**src/rtl/cpu_pkg.sv**
```systemverilog
// Shared CPU datapath definitions: immediate-extension mode encodings.
package cpu_pkg;

   typedef enum logic [1:0] {
      MODE_ZERO  = 2'd0,
      MODE_SIGN  = 2'd1,
      MODE_BR    = 2'd2,
      MODE_UPPER = 2'd3
   } imm_mode_e;

endpackage

```
**src/rtl/imm_ext_core.sv**
```systemverilog
// Combinational immediate extender: zero/sign extend, branch offset, load-upper.
// Also used by the decode-stage hazard logic, so it must stay free of state.
module imm_ext_core
   import cpu_pkg::*;
#(
   parameter int IN_W  = 16,
   parameter int OUT_W = 32,
   parameter int SHIFT = 2
) (
   input  logic [IN_W-1:0]  i_imm,
   input  logic [1:0]       i_mode,
   output logic [OUT_W-1:0] o_data,
   output logic             o_ovf
);

   localparam int EXT_W = OUT_W + SHIFT;

   logic [OUT_W-1:0] w_zero;
   logic [OUT_W-1:0] w_sign;
   logic [OUT_W-1:0] w_upper;
   logic [EXT_W-1:0] w_br;
   logic             w_br_ovf;

   assign w_zero  = OUT_W'(i_imm);
   assign w_sign  = OUT_W'($signed(i_imm));
   assign w_upper = w_zero << (OUT_W - IN_W);
   assign w_br    = EXT_W'($signed(i_imm)) << SHIFT;

   // Overflow: the bits shifted out must all match the retained sign bit.
   generate
      if (SHIFT > 0) begin : g_ovf
         assign w_br_ovf = (w_br[EXT_W-1 -: SHIFT] != {SHIFT{w_br[OUT_W-1]}});
      end else begin : g_no_ovf
         assign w_br_ovf = 1'b0;
      end
   endgenerate

   always_comb begin
      o_data = w_zero;
      o_ovf  = 1'b0;
      case (imm_mode_e'(i_mode))
         MODE_ZERO:  o_data = w_zero;
         MODE_SIGN:  o_data = w_sign;
         MODE_BR: begin
            o_data = w_br[OUT_W-1:0];
            o_ovf  = w_br_ovf;
         end
         MODE_UPPER: o_data = w_upper;
         default:    o_data = w_zero;
      endcase
   end

endmodule

```
**src/rtl/imm_ext_pipe.sv**
```systemverilog
// Registered immediate extender with valid/ready handshake, one-entry skid
// buffer for full throughput under backpressure, and an output transfer counter.
module imm_ext_pipe
   import cpu_pkg::*;
#(
   parameter int IN_W  = 16,
   parameter int OUT_W = 32,
   parameter int SHIFT = 2,
   parameter int CNT_W = 8
) (
   input  logic             clk,
   input  logic             rst,
   input  logic             in_valid,
   output logic             in_ready,
   input  logic [IN_W-1:0]  in_imm,
   input  logic [1:0]       in_mode,
   output logic             out_valid,
   input  logic             out_ready,
   output logic [OUT_W-1:0] out_data,
   output logic             out_ovf,
   output logic [CNT_W-1:0] xfer_cnt
);

   logic [OUT_W-1:0] w_core_data;
   logic             w_core_ovf;
   logic             w_in_xfer;
   logic             w_out_xfer;
   logic             w_out_load;

   logic             r_in_ready;
   logic             r_out_valid;
   logic [OUT_W-1:0] r_out_data;
   logic             r_out_ovf;
   logic             r_skid_valid;
   logic [OUT_W-1:0] r_skid_data;
   logic             r_skid_ovf;
   logic [CNT_W-1:0] r_cnt;
   logic             r_skid_valid_next;

   imm_ext_core #(
      .IN_W  (IN_W),
      .OUT_W (OUT_W),
      .SHIFT (SHIFT)
   ) u_core (
      .i_imm  (in_imm),
      .i_mode (in_mode),
      .o_data (w_core_data),
      .o_ovf  (w_core_ovf)
   );

   assign in_ready   = r_in_ready & ~rst;
   assign w_in_xfer  = in_valid & in_ready;
   assign w_out_xfer = r_out_valid & out_ready;
   // Output register may take a new word when empty or draining this cycle.
   assign w_out_load = ~r_out_valid | out_ready;

   always_comb begin
      r_skid_valid_next = r_skid_valid;
      if (w_out_load)
         r_skid_valid_next = 1'b0;
      else if (w_in_xfer)
         r_skid_valid_next = 1'b1;
   end

   always_ff @(posedge clk) begin
      if (rst) begin
         r_in_ready   <= 1'b1;
         r_out_valid  <= 1'b0;
         r_out_data   <= '0;
         r_out_ovf    <= 1'b0;
         r_skid_valid <= 1'b0;
         r_skid_data  <= '0;
         r_skid_ovf   <= 1'b0;
         r_cnt        <= '0;
      end else begin
         if (w_out_xfer)
            r_cnt <= r_cnt + 1'b1;

         if (w_out_load) begin
            if (r_skid_valid) begin
               r_out_valid <= 1'b1;
               r_out_data  <= r_skid_data;
               r_out_ovf   <= r_skid_ovf;
            end else if (w_in_xfer) begin
               r_out_valid <= 1'b1;
               r_out_data  <= w_core_data;
               r_out_ovf   <= w_core_ovf;
            end else begin
               r_out_valid <= 1'b0;
            end
         end else if (w_in_xfer) begin
            r_skid_data <= w_core_data;
            r_skid_ovf  <= w_core_ovf;
         end

         r_skid_valid <= r_skid_valid_next;
         r_in_ready   <= ~r_skid_valid_next;
      end
   end

   assign out_valid = r_out_valid;
   assign out_data  = r_out_data;
   assign out_ovf   = r_out_ovf;
   assign xfer_cnt  = r_cnt;

endmodule
```
**config.mk**
```make
export PLATFORM = sky130hd
export DESIGN_NAME = imm_ext_pipe
export DESIGN_NICKNAME = d
export VERILOG_FILES = /design/src/rtl/cpu_pkg.sv /design/src/rtl/imm_ext_core.sv /design/src/rtl/imm_ext_pipe.sv
export SDC_FILE = /design/constraint.sdc
export NUM_CORES = 1
export LEC_CHECK = 0
export ABC_CLOCK_PERIOD_IN_PS = 1500
export BUFFER_PORTS_ARGS = -buffer_cell sky130_fd_sc_hd__buf_2
export CORE_MARGIN = 5
export CORE_UTILIZATION = 40
export CTS_CLUSTER_DIAMETER = 40
export CTS_CLUSTER_SIZE = 28
export DETAILED_ROUTE_END_ITERATION = 12
export GPL_ROUTABILITY_DRIVEN = 1
export GPL_TIMING_DRIVEN = 0
export HOLD_SLACK_MARGIN = 0.02
export PLACE_DENSITY = 0.6
export SYNTH_ARGS = -nofsm -noshare
export SYNTH_HDL_FRONTEND = slang
export SYNTH_SLANG_ARGS = --single-unit
```
**constraint.sdc**
```tcl
create_clock -name clk -period 1.5 [get_ports clk]
set_input_delay 0.3 -clock clk [delete_from_list [all_inputs] [get_ports clk]]
set_output_delay 0.3 -clock clk [all_outputs]
set_load 0.05 [all_outputs]
```
==> results.toml <==
[status]
status = "finished clean"

[route]
firstDrtPassIters = 4
vias_per_cell = 5.37
finalWirelength_mm = 9.01
antenna_left = 0
vias = 3029
dr.first_iter.drc_count = 193
post_drt_wl_per_cell_um = 16.0
drc = 0

[logic_synthesis]
synthAdderAreaFrac = 0.00362
yosysMostFrequentCell = "dfxtp_1"
synth.area.top_cells = "dfxtp_1, nor2_1, a32o_1"
syn_nets = 401
synth_top_family_by_area = "compound AO/OA/AOI/OAI gates"
synth_xor_area_frac = 0.0127
netlist_area_sq_mm = 0.00345
synth_common_cells = "dfxtp_1, nor2_1, nand2_1, a21oi_1, o21ai_0"
syn_inst = 378
synth_mux_area_frac = 0.00290
ys_warn_count = 0
syn_area_per_cell_sq_um = 9.14
synth_top_flop_cell = "dfxtp_1"
synth_seq_area_share = 0.435
synth-simple-area-share = 0.220
synth.largest_area_cell = "dfxtp_1"
synth-seq-cells = 75
synth.distinct_cells = 48
synth_edf_count = 0
synth_compound_area_frac = 0.262
async_flop_share = 0
synth_top_area_frac = 0.435

[pwr]
p_per_area_mw_per_mm2 = 1160
clkPwrFrac = 0.397
p_leak_nw = 1.71
ir_drop_v = 0.000746
p_sw_mw = 1.39
combinationalPowerShare = 0.164
internal_power_mw = 3.45
p_seq_frac = 0.439
p_sw_frac = 0.287

[timing]
finalHoldViolations = 0
rsz0062_at_grt = "false"
fin_crit_ns = 1.39
slew_headroom = 0.585
period_share = 0.925
slew_viol_final = 0
finClkSkew_ns = 0.00999
setup_viol = 0
worst_pin_slew_ns = 0.623
max_freq_mhz = 721

[run]
maxCapViolations = 0

[setup_path]
r2r-start = "r_skid_valid"
startpoint_type = "flop"
path_class = "reg2out"
cp.arrival_ns = 1.09
critPathMaxFanout = 4
r2r-end = "out_data[0]"
reg2regPathDepth = 4
critical_path.endpoint = "in_ready"
crit_required_ns = 1.20
regToRegSetupSlack_ns = 0.14
cp-end-kind = "primary output"
crit_path_start = "r_in_ready"

[final_layout]
multi_input_area_sq_mm = 0.00174
final_area_sq_mm = 0.00417
n_fill_cell = 869
antenna_cells = 0
seq_area_sq_mm = 0.00151
drive_gt1_frac = 0.274
area_growth_pct = 20.6
fin_cells = 564
nets = 474

[clock_network]
cts_hold_buf = 0
root_buffer = "clkbuf_8"
insertion_delay_ns = 0.36
cts_tree = "yes"
cts_buffer_depth = 2
cts_sinks = 75
h-tree-depth = 3
clkTransAtPathRegs_ns = 0.08
cts_made_buffers = 9

[floorplanning]
die_w_um = 103
core.rowCount = 34
die-area_sq_mm = 0.0106
start_util = 0.404
io_pins = 65
core_sq_mm = 0.00855
die_h_um = 103

[place]
place.port_buffers = 60
gpl.final_weighted_congestion = 0.841
dp_cells = 546
dpl.hpwl_mm = 6.64
place_area_sq_mm = 0.00390

[global_routing]
antenna_found_initial = 0
grt_max_degree = 15
grt_pass1_vias = 2976
grt_pass1_wl_mm = 14.6
grt_util_all_layers = 0.178
overflow = 0

[worst_hold_path]
worstHoldPathType = "in2reg"
==> what timing repair did <==
item | 4_1_cts | 5_1_grt
pin swaps | 1 | 0
gates resized for setup | 4 | 1
setup endpoints to repair | 31 | 1
setup buffers | 2 | 0
==> state kept, by name, indices dropped and copies added, names as in the netlist <==
| register | count |
|---|---|
| out_valid | 1 |
| xfer_cnt | 8 |
| r_in_ready | 1 |
| out_data | 32 |
| r_skid_data | 32 |
| r_skid_valid | 1 |
==> power by group through the flow <==
stage / registers, mW / clock network [mW] / logic [mW]
2_1_floorplan: 2.38 / 0 / 0.370
3_3_place_gp: 2.17 / 0 / 0.785
3_5_place_dp: 2.17 / 0 / 0.789
4_1_cts: 2.12 / 1.97 / 0.798
5_1_grt: 2.13 / 2.07 / 0.858
6_report: 2.12 / 1.92 / 0.793
==> final cells by class <==
cell class,count,share of cell area
buffer,32,0.0483
tap,108,0.0324
timing repair buffer,62,0.0763
sequential,75,0.362
clock inverter,7,0.0297
clock buffer,9,0.0297
inverter,5,0.00450
multi-input combinational,266,0.417
==> worst min path at each step <==
stage	start	endpoint	slack (ns)	cells after the start
after floorplan	r_skid_data[31]	r_skid_data[31]	0.43	2
after global placement	r_skid_data[31]	r_skid_data[31]	0.45	2
after detailed placement	r_skid_data[31]	r_skid_data[31]	0.45	2
after CTS	in_imm[0]	r_skid_data[0]	0.25	3
after global routing	in_imm[1]	r_skid_data[1]	0.27	3
final	in_imm[0]	r_skid_data[0]	0.26	3
==> cell usage in the layout, fill, tap and decap left out, types with 14 or more instances in the layout <==
cell,instances
a311oi_1,14
nand2_1,25
nand2b_1,14
nor2_1,41
dfxtp_1,70
buf_2,71
a22o_1,14
a211oi_1,15
a21oi_1,21
o21ai_0,17
==> per-stage QoR <==
stage / setup slack, ns / util / hold slack [ns] / power [mW] / TNS, ns
after detailed placement: -0.164 / 0.456 / 0.452 / 2.96 / -2.21
final: 0.113 / 0.487 / 0.262 / 4.84 / 0
after global routing: 0.00796 / 0.487 / 0.265 / 5.06 / 0
after floorplan: 0.00670 / - / 0.433 / 2.75 / 0
after global placement: -0.178 / 0.456 / 0.447 / 2.95 / -2.37
after CTS: 0.0182 / 0.487 / 0.247 / 4.89 / 0
==> metal layers <==
layer / global-route usage / share of wire / vias to the layer above
li1: - / - / 1510
met1: 0.233 / 0.46 / 1414
met2: 0.287 / 0.47 / 87
met3: 0.0501 / 0.057 / 18
met4: 0.0478 / 0.017 / 0
met5: 0 / 0 / -
==> logic make-up (layout without fill, tap and decap cells) <==
logic type / Yosys count / after routing
simple gates: 138 / 138
compound gates: 120 / 120
flops: 75 / 75
buf+inv: 37 / 115
xor+xnor: 5 / 5
fa+ha+maj: 1 / 1
other cells: 1 / 1
mux: 1 / 1
==> critical path: stages, from the launching register on <==
cell and delay (ns):
dfxtp_2 0.38, nor2b_2 0.16, buf_4 0.20
(Power assumes the default switching activity.)
